File: config.mk
export PLATFORM = sky130hd
export DESIGN_NAME = dl_skid_buf
export DESIGN_NICKNAME = d
export VERILOG_FILES = /design/src/rtl/dl_pkg.sv /design/src/rtl/dl_dff_en_rn.sv /design/src/rtl/dl_skid_buf.sv
export SDC_FILE = /design/constraint.sdc
export NUM_CORES = 1
export LEC_CHECK = 0
export ABC_AREA = 1
export BUFFER_PORTS_ARGS = -buffer_cell sky130_fd_sc_hd__buf_2
export CAP_MARGIN = 10
export CORE_MARGIN = 4
export CORE_UTILIZATION = 45
export CTS_CLUSTER_SIZE = 10
export DETAILED_ROUTE_END_ITERATION = 16
export PLACE_DENSITY = 0.69
export SETUP_SLACK_MARGIN = 0.2
export SLEW_MARGIN = 40
export SYNTH_ARGS = -nofsm -noshare
export SYNTH_HDL_FRONTEND = slang
export SYNTH_SLANG_ARGS = --single-unit
export TNS_END_PERCENT = 5
File: constraint.sdc
create_clock -name clk -period 3.1 [get_ports clk]
set_input_delay 0.155 -clock clk [delete_from_list [all_inputs] [get_ports clk]]
set_output_delay 0.155 -clock clk [all_outputs]
set_load 0.05 [all_outputs]
File: src/rtl/dl_pkg.sv
// Shared definitions for the dl_* pipeline building blocks.
// The skid-buffer state encoding doubles as its occupancy count.
package dl_pkg;

    typedef enum logic [1:0] {
        DL_SKID_EMPTY = 2'd0,
        DL_SKID_ONE   = 2'd1,
        DL_SKID_FULL  = 2'd2
    } dl_skid_state_e;

endpackage : dl_pkg

File: src/rtl/dl_dff_en_rn.sv
// Enable-gated flip-flop bank with asynchronous active-low reset to zero.
module dl_dff_en_rn #(
    parameter int unsigned WIDTH = 1
) (
    input  logic             clk_i,
    input  logic             rst_ni,
    input  logic             en_i,
    input  logic [WIDTH-1:0] d_i,
    output logic [WIDTH-1:0] q_o
);

    always_ff @(posedge clk_i or negedge rst_ni) begin
        if (!rst_ni) begin
            q_o <= '0;
        end else if (en_i) begin
            q_o <= d_i;
        end
    end

endmodule : dl_dff_en_rn

File: src/rtl/dl_skid_buf.sv
// Two-entry skid buffer: registered valid/ready on both sides, one transfer per
// cycle, one cycle of forward latency and a synchronous flush.
module dl_skid_buf
    import dl_pkg::*;
#(
    parameter int unsigned WIDTH = 32
) (
    input  logic             clk,
    input  logic             rst_n,
    input  logic             flush,
    input  logic             in_vld,
    output logic             in_rdy,
    input  logic [WIDTH-1:0] in_data,
    output logic             out_vld,
    input  logic             out_rdy,
    output logic [WIDTH-1:0] out_data,
    output logic [1:0]       count
);

    logic [1:0]       state_bits_q;
    dl_skid_state_e   state_q;
    dl_skid_state_e   state_d;

    logic [WIDTH-1:0] main_q;
    logic [WIDTH-1:0] main_d;
    logic             main_en;
    logic [WIDTH-1:0] skid_q;
    logic             skid_en;

    logic             accept;
    logic             take;

    assign state_q  = dl_skid_state_e'(state_bits_q);

    assign in_rdy   = (state_q != DL_SKID_FULL);
    assign out_vld  = (state_q != DL_SKID_EMPTY);
    assign out_data = main_q;
    assign count    = state_bits_q;

    assign accept   = in_vld & in_rdy;
    assign take     = out_vld & out_rdy;

    always_comb begin
        state_d = state_q;
        main_d  = in_data;
        main_en = 1'b0;
        skid_en = 1'b0;

        case (state_q)
            DL_SKID_EMPTY: begin
                if (accept) begin
                    main_en = 1'b1;
                    state_d = DL_SKID_ONE;
                end
            end
            DL_SKID_ONE: begin
                if (accept && take) begin
                    main_en = 1'b1;
                end else if (accept) begin
                    skid_en = 1'b1;
                    state_d = DL_SKID_FULL;
                end else if (take) begin
                    state_d = DL_SKID_EMPTY;
                end
            end
            DL_SKID_FULL: begin
                if (take) begin
                    main_d  = skid_q;
                    main_en = 1'b1;
                    state_d = DL_SKID_ONE;
                end
            end
            default: begin
                state_d = DL_SKID_EMPTY;
            end
        endcase

        // Squash drops any same-cycle accept/take payload along with the contents.
        if (flush) begin
            state_d = DL_SKID_EMPTY;
            main_en = 1'b0;
            skid_en = 1'b0;
        end
    end

    dl_dff_en_rn #(.WIDTH(2)) u_state (
        .clk_i  (clk),
        .rst_ni (rst_n),
        .en_i   (1'b1),
        .d_i    (state_d),
        .q_o    (state_bits_q)
    );

    dl_dff_en_rn #(.WIDTH(WIDTH)) u_main (
        .clk_i  (clk),
        .rst_ni (rst_n),
        .en_i   (main_en),
        .d_i    (main_d),
        .q_o    (main_q)
    );

    dl_dff_en_rn #(.WIDTH(WIDTH)) u_skid (
        .clk_i  (clk),
        .rst_ni (rst_n),
        .en_i   (skid_en),
        .d_i    (in_data),
        .q_o    (skid_q)
    );

endmodule : dl_skid_buf

==> results of run 1 <==
[per-layer routing]
layer | part of all wire | routed length, microns
met2 | 0.47 | 3290
met1 | 0.46 | 3280
met5 | 0 | 0
met3 | 0.063 | 446
met4 | 0.0081 | 57
[final timing paths]
check,slack [ns],to,start
worst min register to register,0.49,u_skid.q_o[19],u_skid.q_o[19]
worst max-delay path,0.69,u_main.q_o[9],u_state.q_o[0]
worst min-delay path,0.06,u_skid.q_o[8],in_data[8]
min in group asynchronous,0.33,u_skid.q_o[25],rst_n
max in group asynchronous,1.82,u_skid.q_o[11],rst_n
worst max register to register,0.69,u_main.q_o[9],u_state.q_o[0]
[per-stage QoR]
step	cell area (sq um)	hold WS, ns	std cells
final	3610	0.0584	552
after floorplan	3060	-0.141	403
after global placement	3440	0.159	535
after detailed placement	3440	0.162	535
after CTS	3610	0.0484	552
after global routing	3610	0.0529	552
[timing repair]
| action | in CTS | in global routing |
|---|---|---|
| buffers inserted | 0 | 0 |
| endpoints found under the hold margin | 22 | 0 |
| hold buffers | 1 | 0 |
[placed cells by master, fill, tap and decap left out]
cell type,instances
nor2_1,5
inv_2,2
dlygate4sd3_1,1
o21ai_1,32
clkbuf_1,3
nand3_1,37
nand3_2,1
clkbuf_8,10
clkinv_2,3
dfrtp_1,66
buf_4,5
nand2_2,1
nand2_4,1
or2_2,1
buf_2,72
nand2_1,198
inv_1,35
nand4_1,2
[worst max-delay path, cell delays in order, from the launching register on]
cell and delay (ns):
dfrtp_1 0.45, inv_2 0.10, nand3_2 0.08, inv_2 0.46, nand2_2 0.56, nand2_4 0.49
nand2_1 0.11, nand2_1 0.07
[power breakdown]
part / internal [W] / total (W) / switching, W
logic: 0.000224 / 0.000811 / 0.000587
registers: 0.00110 / 0.00124 / 0.000139
clock network: 0.000309 / 0.000620 / 0.000311
total: 0.00163 / 0.00267 / 0.00104
[registers in the layout, summed over array words and instances (netlist names)]
register     cells
u_skid.q_o      32
u_main.q_o      32
u_state.q_o      2
[cell families after synthesis]
group	count (synthesis)
AOI/OAI and AO/OA	32
and+or+nand+nor	246
DFF	66
buffers and inverters	59
[layout make-up]
cell class,instances,area [sq um]
clock buffer,13,149
sequential,66,1650
clock inverter,3,15.0
timing repair buffer,78,408
multi-input combinational,278,1150
inverter,37,139
fill,621,2850
tap,77,96.3
==> results.sh, run 1 <==
export IMPL_synth_most_common_cell="nand2_1"
export IMPL_yosys_area_share_simple=0.325
export IMPL_min_period_ns=2.41
export IMPL_total_power_w=0.00267
export IMPL_synth_area_per_cell_sq_um=7.59
export IMPL_vias_per_cell=4.86
export IMPL_clock_latency_ns=0.34
export IMPL_drv_slew=0
export IMPL_coreArea_sq_um=6460
export IMPL_synth_cell_type_count=16
export IMPL_grt_pass1_wl_microns=12500
export IMPL_finalHoldViolations=0
export IMPL_use_met3=0.0642
export IMPL_gp_congestion=0.805
export IMPL_slew_headroom=0.567
export IMPL_synth_nets=440
export IMPL_fin_crit_sh=0.777
export IMPL_synthTopCellsByArea="dfrtp_1 54%, nand2_1 24%, nand3_1 6.1%"
export IMPL_power_density_nw_per_um2=739
export IMPL_wl_per_cell_microns=12.8
export IMPL_finalWorstSetupSlack_ns=0.693
export IMPL_synth_common_cells="198 x nand2_1, 66 x dfrtp_1, 37 x nand3_1"
export IMPL_cp_required_ns=3.37
export IMPL_area_delta_synth_final_pct=18.0
export IMPL_setup_viol_count_final=0
export IMPL_vias=2680
export IMPL_io_pins=73
export IMPL_rows=29
export IMPL_end_kind="register"
export IMPL_clock_skew_ns=0.00680
export IMPL_first_iter_violations=167
export IMPL_drive_gt1_frac=0.202
export IMPL_path_class="register to register"
export IMPL_rsz0062_at_grt="no"
export IMPL_critPathMaxFanout=33
export IMPL_grt_busiest_layer="met2"
export IMPL_ys_ff_latch=66
export IMPL_grt_use_met1=0.240
export IMPL_ctsRootBufferMaster="clkbuf_8"
export IMPL_synth_top_family_by_area="simple AND/OR/NAND/NOR gates"
export IMPL_ctsResizeCount=0
export IMPL_grt_overflow=0
export IMPL_die_area_sq_um=8180
export IMPL_die_h_microns=90.5
export IMPL_syn_cell_area_sq_um=3060
export IMPL_clock_sinks=66
export IMPL_yosys_area_top_type="dfrtp_1"
export IMPL_initial_core_util=0.474
export IMPL_drt_wl_total_microns=7080
export IMPL_die_width_microns=90.5
export IMPL_drcViolationCount=0
export IMPL_nNetsFinal=507
export IMPL_antenna_cells=0
export IMPL_peakVddDrop_v=0.000406
export IMPL_port_buffers=72
export IMPL_hold_depth=3
export IMPL_ys_seq_area_frac=0.540
export IMPL_synth_edf_count=0
export IMPL_ys_flop_type="dfrtp_1"
export IMPL_grt_pass1_vias=2736
export IMPL_cts_clk_slew_worst_paths_ns=0.07
export IMPL_dp_hpwl_microns=4660
export IMPL_ant_nets=0
export IMPL_synth_compound_area_frac=0.0523
export IMPL_firstDrtPassIters=5
export IMPL_h_tree_depth=3
export IMPL_arrival_ns=2.68
export IMPL_setup_worst_path_start_class="register"
export IMPL_synth_fa_ha_area_frac=0
export IMPL_status="finished clean"
export IMPL_numCtsBuffers=9
export IMPL_pre_cts_slack_ns=0.701
export IMPL_utilization=0.559
export IMPL_p_leak_nw=2.15
export IMPL_cts_tree="built"
export IMPL_synthXorXnorAreaFrac=0
export IMPL_met2_usage=0.301
export IMPL_reg2regPathDepth=7
export IMPL_gr_usage_all_layers=0.187
export IMPL_muxShareOfSynthArea=0
export IMPL_fmax_ghz=0.415
export IMPL_tns_ns=0
export IMPL_synth_cells=403
export IMPL_yosys_area_top_type_share=0.540
export IMPL_ys_warn_count=0
export IMPL_grt_max_degree=45
export IMPL_async_flop_share=1.00
export IMPL_antenna_found_initial=0
export IMPL_clockBufferDepth=2
export IMPL_maxCapViolCount=0
export IMPL_worst_slew_pin_slew_ns=0.648
export IMPL_worstHoldPathType="primary input to register"
No activity file was read; power rests on OpenSTA's default activity.
==> run 2: changes to the inputs <==
==> constraint.sdc (replaced) <==
create_clock -name clk -period 2.4 [get_ports clk]
set_input_delay 0.12 -clock clk [delete_from_list [all_inputs] [get_ports clk]]
set_output_delay 0.12 -clock clk [all_outputs]
set_load 0.05 [all_outputs]
==> run 2 against run 1 <==
Against the previous run:
- clock power is 30% higher
- die area unchanged
- global-route usage down 0.26 points
- setup slack better by 0.16 ns
- clock skew down 0.00082 ns
- critical path type unchanged
- largest power group unchanged
- highest routed layer unchanged
==> results.sh, run 2 (same netlist as run 1, synthesis figures left out) <==
export IMPL_cts_tree="built"
export IMPL_grt_pass1_vias=2700
export IMPL_drive_gt1_frac=0.204
export IMPL_coreArea_sq_um=6460
export IMPL_vias=2662
export IMPL_setup_viol_count_final=0
export IMPL_slew_headroom=0.590
export IMPL_cts_clk_slew_worst_paths_ns=0.07
export IMPL_drcViolationCount=0
export IMPL_ctsRootBufferMaster="clkbuf_8"
export IMPL_hold_depth=3
export IMPL_die_width_microns=90.5
export IMPL_tns_ns=0
export IMPL_reg2regPathDepth=7
export IMPL_fin_crit_sh=0.646
export IMPL_hold_end="u_skid.q_o[25]"
export IMPL_drv_slew=0
export IMPL_antenna_cells=0
export IMPL_rows=29
export IMPL_multiInputGateArea_sq_um=1150
export IMPL_peakVddDrop_v=0.000517
export IMPL_io_pins=73
export IMPL_utilization=0.563
export IMPL_area_delta_synth_final_pct=18.8
export IMPL_finalHoldViolations=0
export IMPL_p_leak_nw=2.16
export IMPL_startpoint="u_state.q_o[0]"
export IMPL_seqCellArea_sq_um=1650
export IMPL_worst_slew_pin_slew_ns=0.615
export IMPL_wl_per_cell_microns=12.8
export IMPL_status="finished clean"
export IMPL_rsz0062_at_grt="no"
export IMPL_hold_path_startpoint="in_data[25]"
export IMPL_clockBufferDepth=2
export IMPL_end_kind="register"
export IMPL_cp_required_ns=2.62
export IMPL_nFillCells=638
export IMPL_numCtsBuffers=9
export IMPL_h_tree_depth=3
export IMPL_ff2ff_setup_slack_ns=0.85
export IMPL_clock_skew_ns=0.00597
export IMPL_first_iter_violations=144
export IMPL_critPathMaxFanout=32
export IMPL_nNetsFinal=508
export IMPL_vias_per_cell=4.81
export IMPL_gr_usage_all_layers=0.185
export IMPL_antenna_found_initial=0
export IMPL_dp_hpwl_microns=4550
export IMPL_maxCapViolCount=0
export IMPL_grt_pass1_wl_microns=12400
export IMPL_total_power_w=0.00345
export IMPL_ant_nets=0
export IMPL_clock_sinks=66
export IMPL_whs_ns=0.0295
export IMPL_mostFrequentLayoutCells="198 x nand2_1, 71 x buf_2, 66 x dfrtp_1"
export IMPL_fmax_ghz=0.645
export IMPL_worstHoldPathType="primary input to register"
export IMPL_firstDrtPassIters=4
export IMPL_path_class="register to register"
export IMPL_grt_overflow=0
export IMPL_worstReg2RegEnd="u_main.q_o[14]"
export IMPL_drt_wl_total_microns=7100
export IMPL_die_area_sq_um=8180
export IMPL_r2r_start="u_state.q_o[0]"
export IMPL_arrival_ns=1.77
export IMPL_ctsResizeCount=0
export IMPL_clock_latency_ns=0.33
export IMPL_gp_congestion=0.782
export IMPL_min_period_ns=1.55
export IMPL_largestRegisters="u_main.q_o (32), u_skid.q_o (32), u_state.q_o (2)"
export IMPL_port_buffers=72
export IMPL_grt_max_degree=66
export IMPL_die_h_microns=90.5
export IMPL_final_common_cell="nand2_1"
export IMPL_power_density_nw_per_um2=948
export IMPL_initial_core_util=0.474
export IMPL_setup_worst_path_start_class="register"
run 2: cell count changes in the layout (fill, tap and decap cells not counted):
| cell | previous run | this run |
|---|---|---|
| buf_12 | 0 | 1 |
| buf_2 | 72 | 71 |
| buf_4 | 5 | 6 |
run 2: worst max-delay path by stage:
stage / end / slack (ns) / cells past startpoint
after floorplan: u_main.q_o[0] / 0.84 / 6
after global placement: u_main.q_o[10] / 0.93 / 7
after detailed placement: u_main.q_o[25] / 0.83 / 7
after CTS: u_main.q_o[28] / 0.83 / 7
after global routing: u_main.q_o[19] / 0.63 / 7
final: u_main.q_o[14] / 0.85 / 7
run 2: layout make-up:
type | count | area share
clock buffers | 13 | 0.0410
clock inverters | 3 | 0.00413
inverters | 37 | 0.0382
multi-input cells | 278 | 0.317
flip-flops and latches | 66 | 0.454
well taps | 77 | 0.0265
repair buffers | 79 | 0.118
run 2: critical path: stages, from the launching register on:
cell and delay [ns]:
dfrtp_1 0.48, inv_2 0.08, nand3_2 0.08, inv_2 0.04, nand2_2 0.25, nand2_4 0.29
nand2_1 0.16, nand2_1 0.06
run 2: report_power, final:
part	switching, W	internal [W]
Combinational	0.000760	0.000292
Clock	0.000408	0.000400
Sequential	0.000165	0.00142
Total	0.00133	0.00211
run 2: timing repair:
action	4_1_cts	5_1_grt
hold buffers	1	0
buffers inserted	0	0
endpoints found under the hold margin	32	0
run 2: layer usage:
layer	vias to the layer above	GRT usage	part of all wire
met5	-	0	0
met4	0	0.0651	0.0044
met3	2	0.0525	0.063
met2	70	0.301	0.47
met1	1216	0.235	0.46
li1	1374	-	-
run 2: metrics by stage:
stage | std cells | area, sq um | setup WS (ns)
finish | 553 | 3630 | 0.850
global route | 553 | 3630 | 0.635
CTS | 553 | 3630 | 0.825
detailed placement | 536 | 3460 | 0.832
global placement | 536 | 3460 | 0.929
floorplan | 403 | 3060 | 0.843
==> run 3: changes to the inputs <==
==> constraint.sdc (replaced) <==
create_clock -name clk -period 1.5 [get_ports clk]
set_input_delay 0.075 -clock clk [delete_from_list [all_inputs] [get_ports clk]]
set_output_delay 0.075 -clock clk [all_outputs]
set_load 0.05 [all_outputs]
==> run 3 against run 2 <==
Against the previous run:
- largest cell class unchanged
- clock power grew 100%
- combinational power grew 81%
- final area is 19% higher
- die area unchanged
- routed wire length grew 17%
- sequential power is 60% higher
- hold slack better by 0.013 ns
- first-iteration DRC count is 27% higher
- maximum frequency rose by 18%
- non-clock buffer count grew 44
- critical path type unchanged
- power increased by 77%
- global-route usage grew 0.81 points
==> results.sh, run 3 (same netlist as run 1, synthesis figures left out) <==
export IMPL_worst_slew_pin_slew_ns=0.361
export IMPL_initial_core_util=0.474
export IMPL_ctsRootBufferMaster="clkbuf_8"
export IMPL_finalHoldViolations=0
export IMPL_cts_clk_slew_worst_paths_ns=0.07
export IMPL_drive_gt1_frac=0.228
export IMPL_drt_wl_total_microns=8280
export IMPL_antenna_found_initial=0
export IMPL_peakVddDrop_v=0.000810
export IMPL_min_period_ns=1.31
export IMPL_grt_use_met1=0.255
export IMPL_first_iter_violations=183
export IMPL_grt_pass1_vias=2888
export IMPL_numCtsBuffers=9
export IMPL_clockBufferDepth=2
export IMPL_clock_skew_ns=0.00528
export IMPL_firstDrtPassIters=4
export IMPL_die_h_microns=90.5
export IMPL_maxCapViolCount=0
export IMPL_io_pins=73
export IMPL_area_delta_synth_final_pct=41.9
export IMPL_nNetsFinal=553
export IMPL_worstHoldPathType="primary input to register"
export IMPL_status="finished clean"
export IMPL_drv_slew=0
export IMPL_clock_latency_ns=0.32
export IMPL_slew_headroom=0.759
export IMPL_dp_hpwl_microns=4630
export IMPL_path_class="register to register"
export IMPL_setup_viol_count_final=0
export IMPL_dp_cells=539
export IMPL_grt_pass1_wl_microns=13200
export IMPL_grt_overflow=0
export IMPL_end_kind="register"
export IMPL_coreArea_sq_um=6460
export IMPL_antenna_cells=0
export IMPL_gp_congestion=0.792
export IMPL_vias=2928
export IMPL_cp_slowest_cell="dfrtp_2"
export IMPL_final_common_cell="nand2_1"
export IMPL_die_area_sq_um=8180
export IMPL_largestRegisters="u_main.q_o (32), u_skid.q_o (32), u_state.q_o (2)"
export IMPL_port_buffers=72
export IMPL_nFillCells=541
export IMPL_critPathMaxFanout=8
export IMPL_drcViolationCount=0
export IMPL_p_leak_nw=2.47
export IMPL_cp_required_ns=1.72
export IMPL_wl_per_cell_microns=13.8
export IMPL_mostFrequentLayoutCells="197 x nand2_1, 71 x buf_2, 64 x dfrtp_1"
export IMPL_rsz0062_at_grt="yes"
export IMPL_cpPeakStageDelay_ns=0.43
export IMPL_setup_worst_path_start_class="register"
export IMPL_fin_crit_sh=0.873
export IMPL_die_width_microns=90.5
export IMPL_rows=29
export IMPL_power_density_nw_per_um2=1400
export IMPL_grt_max_degree=67
export IMPL_vias_per_cell=4.90
export IMPL_use_met3=0.0392
export IMPL_fmax_ghz=0.764
export IMPL_h_tree_depth=3
export IMPL_gr_usage_all_layers=0.193
export IMPL_clock_sinks=66
export IMPL_tns_ns=0
export IMPL_met2_usage=0.318
export IMPL_arrival_ns=1.53
export IMPL_cts_tree="built"
export IMPL_worstPathCellList="buf_4 -> nand2_2 -> nand3_4 -> buf_12 -> clkbuf_16 -> nand3_1 -> nand2_1"
export IMPL_stdcell_count=598
export IMPL_ant_nets=0
export IMPL_grt_busiest_layer="met2"
## run 3: report_power, final
part           internal (W)  total, W  switching [W]
combinational      0.000616   0.00190        0.00129
sequential          0.00227   0.00255       0.000278
clock              0.000977   0.00164       0.000664
## run 3: final cells by class
cell class,instances,area (sq um),share of cell area
Multi-Input combinational cell,279,1220,0.281
Inverter,37,141,0.0326
Clock buffer,11,141,0.0326
Timing Repair Buffer,123,1010,0.233
Sequential cell,66,1650,0.381
Clock inverter,5,77.6,0.0179
Tap cell,77,96.3,0.0222
## run 3: final timing paths
path                           startpoint        endpoint  slack [ns]  cells after the start
max in group asynchronous           rst_n  u_main.q_o[12]        0.92                      3
min                            in_data[8]   u_skid.q_o[8]        0.04                      3
max reg2reg                u_state.q_o[0]  u_main.q_o[23]        0.19                      7
min in group asynchronous           rst_n  u_skid.q_o[30]        0.28                      3
max                        u_state.q_o[0]  u_main.q_o[23]        0.19                      7
min reg2reg                u_skid.q_o[10]  u_skid.q_o[10]        0.50                      2
## run 3: stage by stage
step	setup slack (ns)	hold slack (ns)	utilization	power, W	cell area [sq um]
6_report	0.191	0.0421	0.672	0.00610	4340
5_1_grt	0.115	0.0461	0.672	0.00644	4340
4_1_cts	0.185	0.000304	0.634	0.00604	4100
3_5_place_dp	0.0953	0.124	0.544	0.00429	3520
3_3_place_gp	0.142	0.125	0.544	0.00424	3520
2_1_floorplan	0.163	-0.221	-	0.00380	3080
## run 3: per-layer routing
layer  share of wire  vias up
met5               0        -
met4          0.0091        0
met3           0.057        7
met2            0.49       89
met1            0.44     1366
li1                -     1466
## run 3: worst max-delay path, delay by kind of cell (launching register included)
kind / cells / cell delay (ns)
DFF: 1 / 0.43
buffers and inverters: 3 / 0.47
and+or+nand+nor: 4 / 0.30
## run 3: repair_timing
item	in CTS	in global routing
setup buffers	3	3
gates resized for setup	6	17
pin swaps	0	2
gates cloned	0	6
endpoints found under the hold margin	96	0
endpoints found under the setup margin	33	65
hold buffers	31	0
